### config.mk
export PLATFORM = sky130hd
export DESIGN_NAME = serial_word_tx
export DESIGN_NICKNAME = d
export VERILOG_FILES = /design/src/rtl/serial_word_tx.sv
export SDC_FILE = /design/constraint.sdc
export NUM_CORES = 1
export LEC_CHECK = 0
export ABC_AREA = 1
export ABC_CLOCK_PERIOD_IN_PS = 1700
export CELL_PAD_IN_SITES_DETAIL_PLACEMENT = 1
export CELL_PAD_IN_SITES_GLOBAL_PLACEMENT = 2
export CORE_UTILIZATION = 29
export DETAILED_ROUTE_END_ITERATION = 10
export GPL_TIMING_DRIVEN = 0
export HOLD_SLACK_MARGIN = 0.03
export PLACE_DENSITY = 0.77
export SLEW_MARGIN = 10
export SYNTH_ARGS = -nofsm -noshare
export SYNTH_HDL_FRONTEND = slang
export SYNTH_SLANG_ARGS = --single-unit
### constraint.sdc
create_clock -name clk -period 1.7 [get_ports clk]
set_clock_uncertainty 0.1 [all_clocks]
set_input_delay 0.34 -clock clk [delete_from_list [all_inputs] [get_ports clk]]
set_output_delay 0.34 -clock clk [all_outputs]
set_load 0.02 [all_outputs]
### src/rtl/serial_word_tx.sv
// rtl/serial_word_tx.sv - parallel-in, LSB-first serial-out word transmitter with sof/eof framing
module serial_word_tx #(
  parameter int WIDTH = 8,
  parameter int GAP   = 1
) (
  input  logic             clk,
  input  logic             rst_n,
  input  logic [WIDTH-1:0] in_data,
  input  logic             in_valid,
  output logic             in_ready,
  output logic             ser_out,
  output logic             ser_valid,
  output logic             ser_sof,
  output logic             ser_eof,
  output logic             busy
);

  localparam int CW = $clog2(WIDTH);
  localparam int GW = (GAP > 0) ? $clog2(GAP + 1) : 1;

  localparam logic [CW-1:0] LAST_BIT = CW'(WIDTH - 1);
  localparam logic [CW-1:0] PRE_LAST = CW'(WIDTH - 2);
  localparam logic [GW-1:0] LAST_GAP = GW'((GAP > 0) ? GAP - 1 : 0);

  typedef enum logic [1:0] {
    S_IDLE  = 2'd0,
    S_SHIFT = 2'd1,
    S_GAP   = 2'd2
  } state_t;

  state_t         state_q, state_d;
  // Bits still to be sent after the one currently on ser_out, next bit at [0]
  logic [WIDTH-2:0] shreg_q, shreg_d;
  logic [CW-1:0]  bit_cnt_q, bit_cnt_d;
  logic [GW-1:0]  gap_cnt_q, gap_cnt_d;
  logic           ser_out_d, ser_valid_d, ser_sof_d, ser_eof_d, in_ready_d, busy_d;

  logic accept;
  logic at_eof;

  assign accept = in_valid && in_ready;
  assign at_eof = (bit_cnt_q == LAST_BIT);

  // State, datapath and registered outputs; async reset clears everything including in_ready
  always_ff @(posedge clk or negedge rst_n) begin
    if (!rst_n) begin
      state_q   <= S_IDLE;
      shreg_q   <= '0;
      bit_cnt_q <= '0;
      gap_cnt_q <= '0;
      ser_out   <= 1'b0;
      ser_valid <= 1'b0;
      ser_sof   <= 1'b0;
      ser_eof   <= 1'b0;
      in_ready  <= 1'b0;
      busy      <= 1'b0;
    end else begin
      state_q   <= state_d;
      shreg_q   <= shreg_d;
      bit_cnt_q <= bit_cnt_d;
      gap_cnt_q <= gap_cnt_d;
      ser_out   <= ser_out_d;
      ser_valid <= ser_valid_d;
      ser_sof   <= ser_sof_d;
      ser_eof   <= ser_eof_d;
      in_ready  <= in_ready_d;
      busy      <= busy_d;
    end
  end

  // Next-state: with GAP=0 an accept in the eof cycle chains straight into the next word
  always_comb begin
    state_d = state_q;
    case (state_q)
      S_IDLE: begin
        if (accept) state_d = S_SHIFT;
      end
      S_SHIFT: begin
        if (at_eof) begin
          if (GAP > 0)     state_d = S_GAP;
          else if (accept) state_d = S_SHIFT;
          else             state_d = S_IDLE;
        end
      end
      S_GAP: begin
        if (gap_cnt_q == LAST_GAP) state_d = S_IDLE;
      end
      default: state_d = S_IDLE;
    endcase
  end

  // Next values of the datapath and of every registered output
  always_comb begin
    shreg_d     = shreg_q;
    bit_cnt_d   = bit_cnt_q;
    gap_cnt_d   = gap_cnt_q;
    ser_out_d   = 1'b0;
    ser_valid_d = 1'b0;
    ser_sof_d   = 1'b0;
    ser_eof_d   = 1'b0;
    in_ready_d  = 1'b0;
    busy_d      = (state_d != S_IDLE);
    case (state_q)
      S_IDLE: begin
        in_ready_d = 1'b1;
        if (accept) begin
          shreg_d     = in_data[WIDTH-1:1];
          bit_cnt_d   = '0;
          ser_out_d   = in_data[0];
          ser_valid_d = 1'b1;
          ser_sof_d   = 1'b1;
          in_ready_d  = 1'b0;
        end
      end
      S_SHIFT: begin
        if (!at_eof) begin
          shreg_d     = shreg_q >> 1;
          bit_cnt_d   = bit_cnt_q + CW'(1);
          ser_out_d   = shreg_q[0];
          ser_valid_d = 1'b1;
          ser_eof_d   = (bit_cnt_q == PRE_LAST);
          // Without a gap, the eof cycle already offers a slot for the next word
          in_ready_d  = (GAP == 0) && (bit_cnt_q == PRE_LAST);
        end else if (GAP > 0) begin
          gap_cnt_d = '0;
        end else if (accept) begin
          shreg_d     = in_data[WIDTH-1:1];
          bit_cnt_d   = '0;
          ser_out_d   = in_data[0];
          ser_valid_d = 1'b1;
          ser_sof_d   = 1'b1;
        end else begin
          in_ready_d = 1'b1;
        end
      end
      S_GAP: begin
        if (gap_cnt_q == LAST_GAP) in_ready_d = 1'b1;
        else                       gap_cnt_d  = gap_cnt_q + GW'(1);
      end
      default: begin
        in_ready_d = 1'b0;
      end
    endcase
  end

endmodule
==> results.md, run 1 <==
- The maximum ir drop on the vdd rail is just over 0.0009 V.
- The startpoint identified for the worst register-to-register timing path is bit_cnt_q[0].
- For this run, the number of Yosys warnings is 0.
- The worst hold path belongs to the class primary input to async pin.
- The design draws 1.93 mW.
- The initial utilization of the core area, before any placement, comes to a little under a third.
- The first-pass GRT wire length is approximately 3600 µm.
- The area of the mapped netlist is 855 µm².
- The number of DRC markers in iteration 0 is 5.
- Summed over all nets, the half-perimeter wirelength after detailed placement is 1400 µm.
- After detailed routing, the number of vias per cell comes to 4.72.
- In the final layout, the share of cells above drive strength 1 is 13.3%.
- The via count of the first global-routing pass came to roughly 750.
- The maximum number of pins on one net before global-route repair is 19.
- STA classifies the critical path endpoint as a primary output.
- Clock latency on the worst-skew pair, taken at its later pin, is 300 ps.
- The I/O pin total is 17.
- The slowest cell on the critical path is clkdlybuf4s50_1.
- In the layout the commonest cells are nand2_1, dfrtp_1, nand3_1.
- The final routed wirelength across all metal layers is about 2100 µm.
- The endpoint identified for the worst register-to-register timing path is shreg_q[1].
- The number of buffers inserted during clock tree synthesis is 3.
- The critical path goes through clkdlybuf4s50_1.
- The CTS root buffer is clkbuf_4.
- The arrival time of data at the critical path endpoint is between 1000 and 1500 ps.
- The relative max-transition margin is 41.4%.
- The overall via count from detail_route is 712.
- The mean area per synthesized cell is 8.72 µm².
- The sum of negative setup slack is 0 ps.
- The CTS tree is yes.
- The worst-case register-to-register setup slack is 110 ps.
- The netlist uses 16 different library cells.
- Clock-pin slew was measured on the worst setup and hold paths at 120 ps.
- The all-layer global routing usage is 15.0%.
- The maximum achievable frequency is between 500 and 600 MHz.
- The count of final hold-check violations was 0.
- Routability-driven placement finished with a final weighted congestion of roughly 0.7.
- The number of buffers between clock root and the deepest sink is 2.
- After global routing the overflow that remains totals 0.
- The type of the worst setup path is register to primary output.
- The end-of-flow core utilization is 40.1%.
- Summed over all cells, the static leakage comes to 0.653 nW.
- The synthesis-to-layout area growth is 30.6%.
- In this run the number of H-tree levels came out at 1.
- The kind of cell with the highest combined delay along the critical path is buffers and inverters.
- Leaving out fill and tap cells, the most frequent cell in the layout is nand2_1.
- The average wire length per cell after detail routing is 13.8 µm.
- The die boundary height is 56.3 µm.
- The total nets after synthesis is 113.
- The number of cell rows is 19.
- The number of max-cap violations is 0.
- The number of antenna violations at the first check in global routing was 0.
- Synthesis inferred 18 register bits.
- The number of clock sinks is 18.
- The die is 56.3 µm wide.
- The number of slew-limit violations in the final report was 0.
- The post-route DRC violation count is 0.
- The largest fanout on the critical path is 1.
- Setup violations remaining at the end of the flow were counted as 0.
- The count of input and output buffers is 16.
- 0 antenna diodes ended up in the layout.
- The flow ran to the end, and the final reports show no timing, DRC or antenna violations.
- The power per cell area is roughly 1700 nW/µm².
- The placement-stage cell area is 1050 µm².
- Counting both buffers and inverters, the worst setup path holds a total of 1.
- The synthesized netlist cell count is between 90 and 100.
- The share of synthesized area occupied by flip-flops and latches is 52.7%.
- The floorplan step defined a die boundary enclosing 3170 µm².
- For this run, the post-layout net count is 136.
- After layout, the minimum clock period comes to 1670 ps.
- At the pin with the least slew margin, the transition time is 876 ps.
- The post-route standard cell area excluding fillers is 1120 µm².
- The count of nets left with antenna violations after detail routing is 0.
- The area of the placeable core is approximately 2800 µm².
- At the worst endpoint, the required time is 1260 ps.
- The number of cells on the worst reg-to-reg path is 7.
- In this design, the stage delay of the slowest critical-path cell is 590 ps.
- In the finished design, the share of the clock period the worst path needs comes to around 98%.
- The first-pass iteration count of the detailed router is 2.
- The startpoint type of the worst setup path is a register.
==> metrics by stage <==
step                hold WS (ps)  cells  setup WS (ps)
CTS                          431    149           5.60
finish                       422    151           27.3
global route                 462    151          -6.34
global placement             400    145           24.5
floorplan                  -55.6     98            217
detailed placement           400    145           28.0
==> area by class of cell <==
type / instances / area, µm²
fillers: 326 / 1670
well taps: 31 / 38.8
plain buffers: 4 / 31.3
clock buffers: 4 / 36.3
inverters: 8 / 30.0
multi-input cells: 68 / 345
flip-flops and latches: 18 / 450
repair buffers: 18 / 184
==> power by group <==
part	total, mW	switching, mW	internal, mW
Combinational	0.944	0.564	0.380
Clock	0.279	0.148	0.131
Sequential	0.712	0.103	0.609
Total	1.93	0.815	1.12
==> cell usage after synthesis <==
| library cell | number | area, µm² |
|---|---|---|
| a21oi_1 | 1 | 5.00 |
| buf_2 | 2 | 10.0 |
| buf_4 | 1 | 7.51 |
| buf_6 | 1 | 11.3 |
| dfrtp_1 | 18 | 450 |
| ha_1 | 4 | 50.1 |
| inv_1 | 8 | 30.0 |
| nand2_1 | 35 | 131 |
| nand2_2 | 2 | 12.5 |
| nand2_4 | 1 | 11.3 |
| nand3_1 | 17 | 85.1 |
| nand3_2 | 1 | 10.0 |
| nand4_1 | 3 | 18.8 |
| nor2_1 | 2 | 7.51 |
| nor2_2 | 1 | 6.26 |
| o211ai_1 | 1 | 7.51 |
==> flip-flops by register name, summed over array words and instances (netlist names) <==
register and count:
ser_sof 1, state_q 2, ser_valid 1, ser_out 1, shreg_q 7, in_ready 1
busy 1, bit_cnt_q 3, ser_eof 1
==> cell families after synthesis <==
logic type               synth area share (%)
flip-flops                               52.7
adder cells (fa/ha/maj)                  5.86
AO/OA/AOI/OAI                            1.46
buffers and inverters                    6.88
AND/OR/NAND/NOR                          33.1
==> worst max-delay path by stage <==
| stage | start | end | cells after the start |
|---|---|---|---|
| global placement | bit_cnt_q[0] | shreg_q[1] | 7 |
| finish | busy | busy | 1 |
| CTS | bit_cnt_q[0] | shreg_q[1] | 7 |
| floorplan | bit_cnt_q[0] | shreg_q[1] | 7 |
| detailed placement | bit_cnt_q[0] | bit_cnt_q[1] | 7 |
| global route | bit_cnt_q[0] | bit_cnt_q[1] | 7 |
==> timing repair <==
item / CTS / global route
buffers inserted: 0 / 2
pin swaps: 0 / 0
hold buffers: 0 / 0
endpoints found under the hold margin: 0 / 0
setup endpoints to repair: 1 / 15
resized for setup: 1 / 7
==> metal layers <==
layer	global-route usage, %	routed length (µm)
met1	19.8	1010
met2	24.7	987
met3	2.07	60
met4	6.27	24
met5	0	0
(Power assumes the default switching activity.)
==> run 2: changes to the inputs <==
Settings changed: ABC_CLOCK_PERIOD_IN_PS 1700 to 2000, CORE_UTILIZATION 29 to 31, PLACE_DENSITY 0.77 to default, PLACE_DENSITY_LB_ADDON from default to 0.1.
Clock period 1.7 ns to 2 ns, I/O delays scaled along.
==> run 2 against run 1 <==
Effect of this change:
- via count is 0.98% higher
- largest cell class unchanged
- non-clock buffer count decreased by 2
- total power decreased by 16%
- final cell count shrank 2.0%
- combinational power fell by 16%
- count of clock-buffer cells in the layout unchanged
==> results.md, run 2 (same netlist as run 1, synthesis figures left out) <==
- In the layout the commonest cells are nand2_1, dfrtp_1, nand3_1.
- The clock-pin slew of the registers on the worst-case setup and hold paths is 110 ps (about the same).
- The final routed wirelength across all metal layers is 1970 µm (-5.3%).
- The detail-routed via count per cell is 4.86 (+3.0%).
- The post-route standard cell area excluding fillers is 1090 µm² (-2.5%).
- The tree is rooted in a clkbuf_4.
- The die footprint was 2970 µm² (-6.2%).
- Setup repair after global routing left no endpoint under its margin.
- The die boundary height is 54.5 µm (-3.2%).
- The power per cell area was 1500 nW/µm² (-14%).
- The relative max-transition margin is 44.3% (+2.9 points).
- The count of nets after finishing is 134 (-1.5%).
- The run finished with clean final reports.
- The critical path goes through clkdlybuf4s50_1.
- The number of max-cap violations is 0 (unchanged).
- The first-pass GRT wire length is 3510 µm (-2.5%).
- The reported leakage power is 0.582 nW (-11%).
- The clock latency on the worst-skew pair is 300 ps (about the same).
- The area of the placeable core came to 2540 µm² (-8.5%).
- TritonCTS built the clock tree.
- On the critical path the largest part of the delay comes from buffers and inverters.
- The placement-stage cell area is 1050 µm² (-0.12%).
- The worst hold path was traced through 2 stages.
- The maximum ir drop on the vdd rail came to 0.000746 V (-19%).
- The final critical path time including I/O delays and setup is around 1800 ps.
- The H-tree depth reported by CTS is 1 (unchanged).
- The count of nets left with antenna violations after detail routing is 0 (unchanged).
- The number of clock sinks came to 18 (unchanged).
- The die span in x was 54.5 µm (-3.2%).
- The type of the worst setup path is register to primary output.
- The startpoint type of the worst setup path is a register.
- The overall via count from detail_route is 719 (+0.98%).
- The number of buffers added for setup after CTS is 0 (unchanged).
- The number of cell rows was 18 (-1).
- The sequential cell fraction of total power is 37.2% (+0.4 points).
- The final weighted congestion in routability-driven placement is 0.681 (-2.9%).
- The cell-internal power came to 948 µW (-15%).
- The first-pass iteration count of the detailed router is 2 (unchanged).
- The launch point of the worst reg-to-reg path is bit_cnt_q[0].
- The proportion of power drawn by the clock network was 14.3% (about the same).
- The worst reg2reg path endpoint is shreg_q[1].
- The number of slew-limit violations in the final report was 0 (unchanged).
- The number of antenna diodes is 0 (unchanged).
- The total congestion overflow came to 0 (unchanged).
- The total area of sequential cells is 450 µm² (unchanged).
- The share of post-route cells with drive strength above 1 is 11.0% (-2.3 points).
- The number of buffers between clock root and the deepest sink is 2 (unchanged).
- The total of cells resized after clock tree synthesis is 0 (-1).
- The end-of-flow core utilization is 42.8% (+2.6 points).
- STA classifies the critical path endpoint as a primary output.
- The via count of the first global-routing pass was 775 (+3.6%).
- The number of buffers inserted for hold repair after clock tree synthesis is 0 (unchanged).
- The worst-margin pin slew is 833 ps (-43.5 ps).
- The slowest stage of the critical path is the clkdlybuf4s50_1 cell.
- The maximum number of pins on one net before global-route repair came to 19 (unchanged).
- The largest fanout on the critical path came to 2 (+1).
- Derived from the worst setup path, the maximum achievable clock frequency is roughly 570 MHz.
- In this run the most critical hold path is launched from shreg_q[4].
- The switching power summed over all nets is 682 µW (-16%).
- Relative to the synthesized area, the layout overhead comes to 27.4%.
- The HPWL reported at the end of detailed placement is 1370 µm (-1.9%).
- The I/O pin total came to 17 (unchanged).
- The share of total power consumed by net switching came to 41.8% (-0.30 points).
- Dividing the final minimum period by the clock period gives 87.7%.
- The initial standard-cell utilization of the core is 33.6% (+2.9 points).
- The most common cell after layout, fill and taps aside is nand2_1.
- The count of input and output buffers was 16 (unchanged).
- The post-route DRC violation count is 0 (unchanged).
- The worst hold path terminates at shreg_q[4].
- The tightest min-delay check is of the register to register type.
- The multi-input logic area came to 345 µm² (unchanged).
- The number of buffers inserted during clock tree synthesis was 3 (unchanged).
- The maximum single-stage delay on the critical path is 590 ps (about the same).
- The worst-case register-to-register setup slack is 280 ps (+170 ps).
- The number of buffer and inverter stages on the critical path is 1 (unchanged).
- The relative contribution of combinational cells to total power is 48.5% (-0.3 points).
- The arrival time of data at the critical path endpoint was 1250 ps (+20 ps).
- The sum of negative setup slack is 0 ps (unchanged).
- shreg_q holds more flip-flops than any other register.
- The required time of the critical path is 1500 ps (+240 ps).
- The number of cells on the worst reg-to-reg path came to 7 (unchanged).
- The average wire length per cell after detail routing was 13.3 µm (-3.4%).
- The count of final hold-check violations is 0 (unchanged).
- The number of filler cells placed in the layout is 323 (-0.92%).
- The count of endpoints failing setup in the final report is 0 (unchanged).
- The largest registers in the layout are shreg_q (7), bit_cnt_q (3), state_q (2).
- The all-layer global routing usage came to 17.6% (+2.6 points).
- The number of flip-flops under the largest register name is 7 (unchanged).
- The number of antenna violations at the first check in global routing is 0 (unchanged).
- The number of DRC markers in iteration 0 was 3 (-2).
-- run 2: area by class of cell --
type,instances,share of cell area (%)
clock buffers,4,3.33
well taps,30,3.45
flip-flops and latches,18,41.4
repair buffers,16,14.7
multi-input cells,68,31.7
plain buffers,4,2.64
inverters,8,2.76
-- run 2: worst max path at each step --
stage | startpoint | end | slack [ps] | cells past startpoint
6_report | in_ready | in_ready | 250 | 1
5_1_grt | bit_cnt_q[0] | bit_cnt_q[2] | 150 | 7
4_1_cts | in_ready | in_ready | 230 | 1
3_5_place_dp | bit_cnt_q[0] | shreg_q[2] | 300 | 7
3_3_place_gp | bit_cnt_q[0] | shreg_q[1] | 340 | 7
2_1_floorplan | bit_cnt_q[0] | shreg_q[1] | 520 | 7
-- run 2: layer usage --
metal  track usage [%]  vias to the layer above  part of all wire [%]
met5                 0                        -                     0
met1              19.8                      343                    46
met3              5.83                        4                   4.1
li1                  -                      354                     -
met4              6.41                        0                   1.5
met2              30.5                       18                    49
-- run 2: power groups by stage --
stage,clock (mW),sequential [mW],combinational [mW]
after floorplan,0,0.660,0.479
after global placement,0,0.608,0.784
after detailed placement,0,0.617,0.806
after CTS,0.241,0.610,0.810
after global routing,0.262,0.637,0.899
final,0.233,0.607,0.790
-- run 2: stage by stage --
step | setup slack [ps] | total power [mW] | hold slack, ps | std cells
6_report | 246 | 1.63 | 421 | 148
5_1_grt | 151 | 1.80 | 456 | 148
4_1_cts | 231 | 1.66 | 430 | 148
3_5_place_dp | 299 | 1.42 | 402 | 144
3_3_place_gp | 343 | 1.39 | 398 | 144
2_1_floorplan | 517 | 1.14 | 4.41 | 98
